## config.mk

```make
export PLATFORM = sky130hd
export DESIGN_NAME = tanh_grad_backprop
export DESIGN_NICKNAME = d
export VERILOG_FILES = /design/src/rtl/tanh_grad_backprop.sv
export SDC_FILE = /design/constraint.sdc
export NUM_CORES = 1
export LEC_CHECK = 0
export ABC_AREA = 0
export BUFFER_PORTS_ARGS = -buffer_cell sky130_fd_sc_hd__buf_4
export CORE_UTILIZATION = 38
export DETAILED_ROUTE_END_ITERATION = 16
export GPL_TIMING_DRIVEN = 0
export SYNTH_ARGS = -nofsm -noshare
export SYNTH_HDL_FRONTEND = slang
export SYNTH_SLANG_ARGS = --single-unit
```

## constraint.sdc

```tcl
create_clock -name clk -period 3.7 [get_ports clk]
set_input_delay 0.555 -clock clk [delete_from_list [all_inputs] [get_ports clk]]
set_output_delay 0.555 -clock clk [all_outputs]
set_load 0.05 [all_outputs]
```

## src/rtl/tanh_grad_backprop.sv

```systemverilog
// Backward pass of tanh: deriv_out = 1 - y^2, grad_out = g * (1 - y^2).
// Both products use one bit-serial shift-add multiplier that runs twice per operation.
module tanh_grad_backprop #(
    parameter int unsigned N    = 32,
    parameter int unsigned FRAC = 16
) (
    input  logic         clk,
    input  logic         rst,
    input  logic [N-1:0] y_in,
    input  logic [N-1:0] grad_in,
    input  logic         in_valid,
    output logic         in_ready,
    output logic [N-1:0] grad_out,
    output logic [N-1:0] deriv_out,
    output logic         out_valid,
    input  logic         out_ready
);

    localparam int unsigned CW = (N > 1) ? $clog2(N) : 1;
    localparam int unsigned W2 = 2 * N;
    localparam logic [N-1:0]  ONE  = {{(N-1){1'b0}}, 1'b1} << FRAC;
    localparam logic [CW-1:0] LAST = CW'(N - 1);

    typedef enum logic [2:0] {
        S_IDLE,
        S_SQ,
        S_SUB,
        S_MUL,
        S_DONE
    } state_t;

    state_t         r_state;
    logic [CW-1:0]  r_cnt;
    logic [W2-1:0]  r_acc;
    logic [W2-1:0]  r_mcand;
    logic [N-1:0]   r_mplier;
    logic           r_gneg;
    logic [N-1:0]   r_gmag;
    logic           r_in_ready;
    logic           r_out_valid;
    logic [N-1:0]   r_grad;
    logic [N-1:0]   r_deriv;

    logic [N-1:0]   w_y_mag;
    logic [N-1:0]   w_a;
    logic [N-1:0]   w_g_mag;
    logic [N-1:0]   w_acc_shr;
    logic [N-1:0]   w_d;
    logic [W2-1:0]  w_acc_next;

    // Unsigned magnitudes; the most-negative y maps to 2^(N-1) and so clamps to ONE.
    assign w_y_mag    = y_in[N-1] ? -y_in : y_in;
    assign w_a        = (w_y_mag > ONE) ? ONE : w_y_mag;
    assign w_g_mag    = grad_in[N-1] ? -grad_in : grad_in;

    assign w_acc_next = r_mplier[0] ? (r_acc + r_mcand) : r_acc;
    assign w_acc_shr  = r_acc[FRAC +: N];
    assign w_d        = (w_acc_shr > ONE) ? '0 : (ONE - w_acc_shr);

    always_ff @(posedge clk) begin
        if (rst) begin
            r_state     <= S_IDLE;
            r_cnt       <= '0;
            r_acc       <= '0;
            r_mcand     <= '0;
            r_mplier    <= '0;
            r_gneg      <= 1'b0;
            r_gmag      <= '0;
            r_in_ready  <= 1'b1;
            r_out_valid <= 1'b0;
            r_grad      <= '0;
            r_deriv     <= '0;
        end else begin
            case (r_state)
                S_IDLE: begin
                    if (in_valid && r_in_ready) begin
                        r_in_ready <= 1'b0;
                        r_acc      <= '0;
                        r_mcand    <= {{N{1'b0}}, w_a};
                        r_mplier   <= w_a;
                        r_gneg     <= grad_in[N-1];
                        r_gmag     <= w_g_mag;
                        r_cnt      <= '0;
                        r_state    <= S_SQ;
                    end
                end
                // One multiplier bit per cycle, LSB first; shared by both passes.
                S_SQ, S_MUL: begin
                    r_acc    <= w_acc_next;
                    r_mcand  <= r_mcand << 1;
                    r_mplier <= r_mplier >> 1;
                    r_cnt    <= r_cnt + CW'(1);
                    if (r_cnt == LAST) begin
                        r_state <= (r_state == S_SQ) ? S_SUB : S_DONE;
                    end
                end
                S_SUB: begin
                    r_deriv  <= w_d;
                    r_acc    <= '0;
                    r_mcand  <= {{N{1'b0}}, r_gmag};
                    r_mplier <= w_d;
                    r_cnt    <= '0;
                    r_state  <= S_MUL;
                end
                S_DONE: begin
                    if (!r_out_valid) begin
                        r_grad      <= r_gneg ? -w_acc_shr : w_acc_shr;
                        r_out_valid <= 1'b1;
                    end else if (out_ready) begin
                        r_out_valid <= 1'b0;
                        r_in_ready  <= 1'b1;
                        r_state     <= S_IDLE;
                    end
                end
                default: begin
                    r_state <= S_IDLE;
                end
            endcase
        end
    end

    assign in_ready  = r_in_ready;
    assign out_valid = r_out_valid;
    assign grad_out  = r_grad;
    assign deriv_out = r_deriv;

endmodule

```

**After elaboration in Yosys (flattened, before gate mapping)**

Cells that the tools add are included.

- Muxes and demuxes: 26
- $lt $le $gt $ge: 2
- Add/subtract/negate cells: 6
- Reductions and logical operators: 11
- Equality and inequality tests: 10
- Bitwise logic cells: 1

Operators by type and width:

| operator | number |
|---|---|
| $pmux 64 s3 | 2 |
| $mux 32 | 6 |
| $mux 64 | 3 |
| $neg 32->32 | 3 |
| $pmux 32 s3 | 1 |
| $add 64x64->64 | 1 |
| $gt 32x17->1 const B | 2 |
| $sub 17x32->32 const A | 1 |
| $mux 3 | 5 |
| $pmux 5 s3 | 1 |
| $pmux 3 s4 | 1 |
| $ne 2x2->1 const B | 5 |
| $reduce_and 4->1 | 2 |
| $eq 3x2->1 const B | 2 |
| $reduce_and 2->1 | 3 |
| $add 5x1->5 const B | 1 |
| $eq 5x5->1 const B | 1 |
| $mux 1 | 5 |
| $mux 5 | 1 |
| $eq 3x1->1 const B | 1 |
| $eq 3x3->1 const B | 1 |
| $logic_not 3->1 | 1 |
| $reduce_and 3->1 | 1 |
| $reduce_bool 3->1 | 1 |
| 5 further kinds | 5 |

- Word-level logic and storage cells: 67
- Input bits: 68
- Register bits: 267

**Logic depth before layout (Yosys ltp)**

- Depth in word-level cells: 6
- Gate-level depth with buffers: 12
- Gate-level depth less buffers: 12

**Worst setup path after synthesis**

Ideal clock, no wire load.

- Path type: input port to flip-flop
- Start: input y_in[1]
- End: register r_mcand[9]
- Data arrival time: 3.224 ns
- Setup slack: 0.390 ns
- Library setup time: 0.086 ns
- Stages on the path: 12
- Data required time: 3.614 ns
- Path buffers: 1
- Path through: inv_1 ha_1 or3b_2 nor3_2 nand2_1 o31a_1 a221oi_1 nand3_1 nor4_4 buf_6 a222oi_1 a211oi_1

- Longest elaborated chain between the ends: 6

Ends and longest elaborated chain:

| element | RTL line | RTL |
|---|---|---|
| start: declaration | 9 | `input logic [N-1:0] y_in,` |
| $neg 32->32 | 52 | `assign w_y_mag = y_in[N-1] ? -y_in : y_in;` |
| $mux 32 * | 52 |  |
| $gt 32x17->1 | 53 | `assign w_a = (w_y_mag > ONE) ? ONE : w_y_mag;` |
| $mux 32 * | 53 |  |
| $mux 64 * | 76 | `if (in_valid && r_in_ready) begin` |
| $pmux 64 s3 * | 74 | `case (r_state)` |
| end signal: assignment | 79 | `r_mcand <= {{N{1'b0}}, w_a};` |
| end signal: assignment | 90 | `r_mcand <= r_mcand << 1;` |
| end signal: assignment | 100 | `r_mcand <= {{N{1'b0}}, r_gmag};` |
| end: declaration | 35 | `logic [W2-1:0] r_mcand;` |

Every way passes the cells marked *; elsewhere a longest branch is shown, timed or not. The select of a mux whose other input is x is not followed.
A chain may end at the register's enable or synchronous reset.

**Worst setup path after layout**

- Start: register r_acc[20]
- End: register r_acc[47]

- Longest elaborated chain between the ends: 3

Ends and longest elaborated chain:

| element | RTL line | RTL |
|---|---|---|
| start: declaration | 34 | `logic [W2-1:0] r_acc;` |
| start signal: assignment | 89 | `r_acc <= w_acc_next;` |
| $add 64x64->64 | 56 | `assign w_acc_next = r_mplier[0] ? (r_acc + r_mcand) : r_acc;` |
| $mux 64 | 56 |  |
| $pmux 64 s3 | 74 |  |

No other way between the ends. The select of a mux whose other input is x is not followed.

==> flow_summary.yaml <==
timing:
  setup_viol: 0
  layout_min_cycle_time_ns: 3.53
  finalCritPeriodShare: 0.954
  final_hold_viol_count: 0
  rsz_0062_raised_after_global_routing: "no"
  report.final.slew_viol_count: 0
  timing.max_slew.rel_slack: 0.219
  maxClockFrequency_mhz: 283
  least_margin_pin_slew_ns: 1.16
  fin_worst_skew_ns: 0.0141
  final.setup.worst_slack_ns: 0.171
global_routing:
  via_count_of_the_first_global_routing_pass: 12100
  global_route.usage.total: 0.243
  grt_overflow_total: 0
  antenna_found_initial: 0
  grt_first_pass_wirelength_um: 69400
  grt_start_max_net_pins: 15
clock_network:
  cts.reportedPaths.clkPinSlew_ns: 0.06
  ctsLongestPathBuffers: 3
  cts.htree.levels: 1
  cts.sinks: 235
  clk_root_buffer_cell: "sky130_fd_sc_hd__clkbuf_16"
  insertion_delay_ns: 0.56
  cts_inserted_buffers: 27
  tritoncts_clock_tree: "done"
  hold_buffers: 0
detailed_routing:
  detail_route.wirelength.met1_um: 21400
  top_metal_layer_carrying_routed_signals: "met4"
  dr_total_vias: 13300
  post-route-drc-count: 0
  detail_route.vias_per_cell: 5.78
  detail_route.iter0.violations: 1174
  met2_length_um: 19200
  route.antenna.remaining_nets: 0
  drt-pass1-iter-count: 9
  wl_met3_um: 3070
  wl_per_cell_um: 19.5
  routed_wl_um: 44900
critical_path:
  worst_ep_arrival_time_ns: 3.98
  critPathRequiredTime_ns: 4.15
  cp-end-kind: "register"
  path_class: "register to register"
  cp-start-kind: "register"
  crit_fanout: 8
logic_synthesis:
  synth-warning-count: 0
  synth_top_flop_cell: "sky130_fd_sc_hd__dfxtp_1"
  synth_enable_flop_cells: 0
  mappedNetlistNets: 1791
  synth.yosys.seq_area_share: 0.347
  synth_area_um2: 13600
  number_of_instances_in_the_synthesized_netlist: 1669
  synthesis.area_per_instance_um2: 8.12
  synth-seq-cells: 235
  synthArstFlopShare: 0
  post_synth_num_cell_types: 77
finish:
  layout_common_cells: "234 x sky130_fd_sc_hd__dfxtp_1, 231 x sky130_fd_sc_hd__nor2_1, 131 x sky130_fd_sc_hd__buf_4"
  antennaDiodeCount: 0
  final_layout_size_suffix_gt1_frac: 0.121
  layout_commonest_cell: "sky130_fd_sc_hd__dfxtp_1"
  area_growth_from_synthesis_to_layout_pct: 18.6
  layoutNonFillerInstCount: 2302
  nets: 1948
floorplanning:
  rows: 68
  die-area_um2: 36400
  die_width_um: 191
  coreArea_um2: 34800
  chipHeight_um: 191
  num_io_pins: 134
  initial_cell_density_of_the_core: 0.389
hold_path:
  holdCritPathClass: "primary input to register"
run:
  timing.max_cap.violations: 0
placed_design:
  dp.cells: 2252
  finalWeightedCongestion: 0.952
  portBuffers: 128
  hpwl_um: 35400
  dp_worst_setup_slack_ns: -0.429
power_and_ir_drop:
  comb_power_share: 0.153
  static-leakage-power_nw: 6.48
  power_dissipated_by_switching_net_loads_w: 0.00190
  power.density_cell_area_nw_per_um2: 407
  seqPwrFrac: 0.424
  total_power_w: 0.00653
  swShare: 0.291
  share_clk_of_total_power: 0.423
  cell_internal_pwr_w: 0.00463
  peakVddDrop_uv: 322
run_status:
  outcome: "finished, final reports clean"
==> cells in the mapped netlist (4+ instances only) <==
library cell,instances,area (um2)
sky130_fd_sc_hd__o21ai_0,60,300
sky130_fd_sc_hd__nor2_1,231,867
sky130_fd_sc_hd__o31ai_1,29,218
sky130_fd_sc_hd__o41ai_1,7,61.3
sky130_fd_sc_hd__a211oi_1,99,743
sky130_fd_sc_hd__o21ai_1,4,20.0
sky130_fd_sc_hd__nor4_1,13,81.3
sky130_fd_sc_hd__clkbuf_1,104,390
sky130_fd_sc_hd__a31oi_1,9,56.3
sky130_fd_sc_hd__nand4_1,19,119
sky130_fd_sc_hd__o21a_1,8,60.1
sky130_fd_sc_hd__and2_1,9,56.3
sky130_fd_sc_hd__a21oi_1,90,450
sky130_fd_sc_hd__or4_1,14,105
sky130_fd_sc_hd__a221oi_1,17,149
sky130_fd_sc_hd__or3_1,14,87.6
sky130_fd_sc_hd__buf_2,11,55.1
sky130_fd_sc_hd__xnor2_1,50,438
sky130_fd_sc_hd__mux2i_1,7,70.1
sky130_fd_sc_hd__nand2b_1,10,62.6
sky130_fd_sc_hd__nand2_1,130,488
sky130_fd_sc_hd__nor3_1,58,290
sky130_fd_sc_hd__or2_2,6,37.5
sky130_fd_sc_hd__nand3_1,35,175
sky130_fd_sc_hd__dfxtp_1,235,4700
sky130_fd_sc_hd__and3_1,8,50.1
sky130_fd_sc_hd__a22oi_1,62,465
sky130_fd_sc_hd__o21bai_1,7,52.6
sky130_fd_sc_hd__buf_6,4,45.0
sky130_fd_sc_hd__a21o_1,41,308
sky130_fd_sc_hd__xor2_1,83,727
sky130_fd_sc_hd__nor2b_1,10,62.6
sky130_fd_sc_hd__ha_1,53,663
sky130_fd_sc_hd__a222oi_1,28,280
sky130_fd_sc_hd__inv_1,32,120
==> cells by family after synthesis <==
| group | share of synthesized area |
|---|---|
| muxes | 0.00766 |
| AOI/OAI and AO/OA | 0.263 |
| adders and majority gates | 0.0504 |
| xor gates and xnor gates | 0.0859 |
| buffers and inverters | 0.0468 |
| DFF | 0.347 |
| and+or+nand+nor | 0.199 |
==> power by group through the flow <==
| stage | Clock (W) | Sequential, W | Combinational, W |
|---|---|---|---|
| 3_5_place_dp | 0 | 0.00282 | 0.000982 |
| 5_1_grt | 0.00291 | 0.00278 | 0.00110 |
| 2_1_floorplan | 0 | 0.00276 | 0.000652 |
| 4_1_cts | 0.00281 | 0.00276 | 0.000989 |
| 3_3_place_gp | 0 | 0.00282 | 0.000973 |
| 6_report | 0.00276 | 0.00277 | 0.00100 |
==> flip-flops by register name, summed over array words and instances (netlist names) <==
| signal | flops |
|---|---|
| in_ready | 1 |
| r_gmag | 32 |
| r_gneg | 1 |
| grad_out | 32 |
| r_cnt | 5 |
| r_acc | 48 |
| deriv_out | 32 |
| r_state | 3 |
| r_mplier | 32 |
| r_mcand | 48 |
| out_valid | 1 |
==> critical path: stages, from the launching register on <==
cell,delay (ns)
sky130_fd_sc_hd__dfxtp_1,0.53
sky130_fd_sc_hd__ha_1,0.29
sky130_fd_sc_hd__clkbuf_1,0.20
sky130_fd_sc_hd__and3_1,0.27
sky130_fd_sc_hd__and3_1,0.24
sky130_fd_sc_hd__a22oi_1,0.23
sky130_fd_sc_hd__nand2_1,0.13
sky130_fd_sc_hd__a211oi_2,0.40
sky130_fd_sc_hd__nor3_1,0.16
sky130_fd_sc_hd__or4_1,0.57
sky130_fd_sc_hd__a41o_1,0.25
sky130_fd_sc_hd__a21o_1,0.17
==> timing repair <==
action                                  CTS  global route
endpoints found under the setup margin   44            47
gates resized for setup                   8             7
pin swaps                                 0             2
setup buffers                             0             0
==> metal layers <==
metal,vias up,global-route usage
met5,-,0
met4,0,0.0643
met3,81,0.0320
li1,6476,-
met1,6271,0.355
met2,476,0.370
==> layout make-up <==
type	instances	area [um2]
Buffer	123	517
Clock buffer	39	801
Clock inverter	11	124
Fill cell	3403	18700
Inverter	32	120
Multi-Input combinational cell	1279	8270
Sequential cell	235	4710
Tap cell	455	569
Timing Repair Buffer	128	961
==> stage by stage <==
step | area [um2] | TNS (ns) | utilization | hold WS, ns
CTS | 16000 | 0 | 0.461 | 0.294
detailed placement | 15100 | -18.47 | 0.433 | 0.446
floorplan | 13600 | 0 | - | 0.432
global route | 16100 | 0 | 0.462 | 0.333
global placement | 15100 | -16.03 | 0.433 | 0.442
finish | 16100 | 0 | 0.462 | 0.311
==> worst paths after layout <==
path                            slack (ns)                   endpoint  depth (start not counted)                 startpoint
worst max-delay path                  0.17     r_acc[47]$_SDFFE_PP0P_                         11     r_acc[20]$_SDFFE_PP0P_
worst min-delay path                  0.31     r_gmag[0]$_SDFFE_PP0P_                          3                 grad_in[0]
worst max register to register        0.17     r_acc[47]$_SDFFE_PP0P_                         11     r_acc[20]$_SDFFE_PP0P_
worst min register to register        0.45  r_mplier[20]$_SDFFE_PP0P_                          2  r_mplier[20]$_SDFFE_PP0P_
(Power assumes the default switching activity.)
